[config.mk]
export PLATFORM = sky130hd
export DESIGN_NAME = shift_right_seq_32b
export DESIGN_NICKNAME = d
export VERILOG_FILES = /design/src/rtl/shift_right_seq_32b.sv
export SDC_FILE = /design/constraint.sdc
export NUM_CORES = 1
export LEC_CHECK = 0
export BUFFER_PORTS_ARGS = -buffer_cell sky130_fd_sc_hd__buf_4
export CORE_MARGIN = 1
export CORE_UTILIZATION = 45
export DETAILED_ROUTE_END_ITERATION = 8
export HOLD_SLACK_MARGIN = 0.15
export PLACE_DENSITY = 0.74
export SETUP_SLACK_MARGIN = 0.5
export SYNTH_ARGS = -nofsm -noshare
export SYNTH_HDL_FRONTEND = slang
export SYNTH_SLANG_ARGS = --single-unit
[constraint.sdc]
create_clock -name clk_i -period 4.3 [get_ports clk_i]
set_input_delay 0.43 -clock clk_i [delete_from_list [all_inputs] [get_ports clk_i]]
set_output_delay 0.43 -clock clk_i [all_outputs]
set_load 0.05 [all_outputs]
[src/rtl/shift_right_seq_32b.sv]
// Sequential barrel shifter: one log-stage per cycle, SRL or SRA,
// fixed latency of SHW+1 cycles from accept to done pulse.
module shift_right_seq_32b #(
  parameter  int unsigned WIDTH = 32,
  localparam int unsigned SHW   = $clog2(WIDTH)
) (
  input  logic             clk_i,
  input  logic             rst_i,
  input  logic             start_i,
  input  logic             arith_i,
  input  logic [WIDTH-1:0] in_i,
  input  logic [SHW-1:0]   shamt_i,
  output logic [WIDTH-1:0] out_o,
  output logic             busy_o,
  output logic             done_o
);

  typedef enum logic [1:0] {IDLE, SHIFT, DONE} state_t;

  localparam logic [SHW-1:0] LAST_STAGE = SHW'(SHW - 1);

  state_t           state, state_n;
  logic [WIDTH-1:0] work, stage_val;
  logic [SHW-1:0]   shamt_r, cnt, step;
  logic             arith_r, sign_r, accept, last_stage;

  assign busy_o     = (state == SHIFT);
  assign done_o     = (state == DONE);
  assign accept     = start_i && (state != SHIFT);
  assign last_stage = (state == SHIFT) && (cnt == LAST_STAGE);

  always_ff @(posedge clk_i or posedge rst_i) begin
    if (rst_i) state <= IDLE;
    else       state <= state_n;
  end

  always_comb begin
    state_n = state;
    unique case (state)
      IDLE:    if (start_i) state_n = SHIFT;
      SHIFT:   if (cnt == LAST_STAGE) state_n = DONE;
      DONE:    state_n = start_i ? SHIFT : IDLE;
      default: state_n = IDLE;
    endcase
  end

  // Stage k shifts by 2^k; sign fill done by shifting the complement.
  always_comb begin
    step      = SHW'(1) << cnt;
    stage_val = work;
    if (shamt_r[cnt]) begin
      if (arith_r && sign_r) stage_val = ~((~work) >> step);
      else                   stage_val = work >> step;
    end
  end

  always_ff @(posedge clk_i or posedge rst_i) begin
    if (rst_i) begin
      work    <= '0;
      shamt_r <= '0;
      arith_r <= 1'b0;
      sign_r  <= 1'b0;
      cnt     <= '0;
      out_o   <= '0;
    end else if (accept) begin
      work    <= in_i;
      shamt_r <= shamt_i;
      arith_r <= arith_i;
      sign_r  <= in_i[WIDTH-1];
      cnt     <= '0;
    end else if (state == SHIFT) begin
      work <= stage_val;
      cnt  <= cnt + SHW'(1);
      if (last_stage) out_o <= stage_val;
    end
  end

endmodule

==> reports/qor.csv <==
stage,metric,value,unit
run_status,status,completed,
layout,layout.nets,680,
synth,synth_fp_nets,634,
clock_network,post-cts-setup-buffer-count,0,
sta,timing.final.crit_period,3.07,ns
sta,fin_crit_sh,0.714,
clock_network,numClockSinks,78,
placed_design,io_buffer_count,74,
synth,synth_ff_type,sky130_fd_sc_hd__dfrtp_1,
sta,timing.hold.ws,0.188,ns
sta,rsz0062_at_grt,no,
clock_network,worst_skew_pair.late_latency,0.35,ns
sta,final_critical_path_setup_slack,1.23,ns
synth,netlist_instances,591,
routing,detail-route-antenna-nets,0,
routing,remaining_drc_errors,0,
sta,max_slew.worst_pin.slew,1.14,ns
setup_path,cp_data_arrival_time,3.26,ns
placed_design,finalWeightedCongestion,0.965,
clock_network,hold_buffers,0,
synth,synth-edff-count,0,
sta,finClkSkew,0.00495,ns
synth,synth_seq_area_share,0.377,
synth,synthesis.area_per_instance,8.75,um2
clock_network,clkTransAtPathRegs,0.06,ns
sta,timing_max_transition_violations_final,0,
global_routing,grt_remaining_overflow,0,
synth,post-synth-top-area-cell,sky130_fd_sc_hd__dfrtp_1,
die,core,11000,um2
clock_network,cts-root-buf,sky130_fd_sc_hd__clkbuf_16,
routing,number_of_violations_reported_at_the_end_of_detailed_routing_iteration_0,553,
clock_network,cts.repair.resized,0,
setup_path,crit_fanout,25,
run,cap_viol_max_count,0,
clock_network,clk_path_buf_depth,2,
clock_network,clock_tree_from_tritoncts,done,
routing,vias,5200,
layout,antenna_cell_count,0,
routing,drt-vias-per-instance,6.66,
placed_design,place_area,5770,um2
synth,synth_commonest_cells,"sky130_fd_sc_hd__dfrtp_1 (78), sky130_fd_sc_hd__nand2_1 (61), sky130_fd_sc_hd__nor2_1 (50)",
synth,yosys.area.top_type_share,0.377,
routing,drt-total-wl,18900,um
synth,synth_cell_type_count,75,
synth,ys_async_sr_fraction,1.00,
die,num_rows,38,
sta,timing.setup.tns,0,ns
clock_network,clock_tree.htree_level_count,3,
synth,yosysMostFrequentCell,sky130_fd_sc_hd__dfrtp_1,
layout,final_layout_size_suffix_gt1_frac,0.212,
sta,setup_viol_count_final,0,
die,die_width,109,um
global_routing,grt_first_pass_wirelength,28900,um
sta,timing.slew.headroom,0.240,
global_routing,grt_start_max_net_pins,45,
sta,final-hold-violation-count,0,
routing,wire_length_the_detailed_router_placed_on_met1,8150,um
die,initial_utilization,0.469,
setup_path,timing_worst_setup_path_type,flip-flop to flip-flop,
routing,wl_per_cell,24.2,um
global_routing,grt_pass1_vias,5002,
routing,total_iterations_of_the_first_detailed_routing_run,5,
min_path,worst_hold_path_type,input pin to asynchronous set/reset pin,
synth,ys.warnings.count,0,
placed_design,preCtsSetupSlack,1.35,ns
global_routing,number_of_antenna_violations_at_the_first_check_in_global_routing,0,
synth,syn-cell-area,5170,um2
setup_path,worstSetupEndpointType,flip-flop,
placed_design,dp_hpwl,13000,um
global_routing,gr-usage-all-layers,0.332,
routing,wl_met3,1540,um
die,die_outline_area,11900,um2
synth,ys_ff_latch,78,
setup_path,start_kind,flip-flop,
die,ioPinCount,75,
layout,finalInstanceArea,6060,um2
die,die_h,109,um
sta,clock.fmax,326,MHz
synth,yosys-top-cells-area,"sky130_fd_sc_hd__dfrtp_1 (38%), sky130_fd_sc_hd__nand2_1 (4.4%), sky130_fd_sc_hd__mux2i_1 (4.3%), sky130_fd_sc_hd__nor2_1 (3.6%), sky130_fd_sc_hd__o21ai_0 (3.2%)",
clock_network,cts_made_buffers,9,
routing,routed.top_layer,met4,
routing,wl_met2,8720,um
setup_path,critical_path_required,4.49,ns
layout,layout-area-overhead-vs-synth,17.1,%
-- critical path: stages (launching register included) --
cell                       delay (ns)
sky130_fd_sc_hd__dfrtp_1         0.87
sky130_fd_sc_hd__inv_1           0.20
sky130_fd_sc_hd__a31oi_1         0.33
sky130_fd_sc_hd__o21a_1          0.60
sky130_fd_sc_hd__a21o_1          0.68
sky130_fd_sc_hd__a221oi_1        0.22
-- cells in the final DEF, fill, tap and decap left out, types with 15 or more instances in the layout --
cell type	instances
sky130_fd_sc_hd__a21oi_1	28
sky130_fd_sc_hd__buf_4	89
sky130_fd_sc_hd__dfrtp_1	77
sky130_fd_sc_hd__mux2i_1	22
sky130_fd_sc_hd__nand2_1	61
sky130_fd_sc_hd__nand3_1	17
sky130_fd_sc_hd__nor2_1	50
sky130_fd_sc_hd__nor3_1	18
sky130_fd_sc_hd__o21ai_0	33
sky130_fd_sc_hd__o21ai_1	15
-- area by class of cell --
type	instances	area, um2
fill	1025	4970
clock inverter	5	50.0
multi-input combinational	441	2900
inverter	18	68.8
timing repair buffer	89	668
clock buffer	10	239
sequential	78	1950
tap	140	175
-- sequential cells by signal, indices dropped and copies added (netlist names) --
| name | flops |
|---|---|
| arith_r | 1 |
| cnt | 5 |
| out_o | 32 |
| shamt_r | 5 |
| sign_r | 1 |
| state | 2 |
| work | 32 |
-- logic make-up (layout without fill, tap and decap cells) --
family                   count (synthesis)  in the layout  synth area share
AND/OR/NAND/NOR                        199            199             0.191
adder cells (fa/ha/maj)                  2              2           0.00484
AO/OA/AOI/OAI                          205            205             0.285
flip-flops                              78             78             0.377
buffers and inverters                   72            122            0.0648
multiplexers                            34             34            0.0752
XOR/XNOR                                 1              1           0.00169
-- final timing paths --
path | startpoint | end | slack (ns) | cells past startpoint
setup / recovery | cnt[2] | work[15] | 1.23 | 5
hold / removal | rst_i | out_o[14] | 0.19 | 2
setup reg to reg | cnt[2] | work[15] | 1.23 | 5
hold reg to reg | shamt_r[1] | shamt_r[1] | 0.48 | 2
max in group asynchronous | rst_i | cnt[0] | 3.14 | 3
min in group clk_i | shamt_i[0] | shamt_r[0] | 0.27 | 3
-- per-stage QoR --
step,util,cells
after floorplan,-,591
after global placement,0.523,766
final,0.549,781
after detailed placement,0.523,766
after CTS,0.549,781
after global routing,0.549,781
-- per-layer routing --
layer,vias up,track usage
li1,2330,-
met3,39,0.0502
met5,-,0
met4,0,0.123
met2,285,0.527
met1,2546,0.457
Power is left out: the tool's default activity adds up to more than one toggle a clock period on the data nets, which glitch-free logic cannot reach.
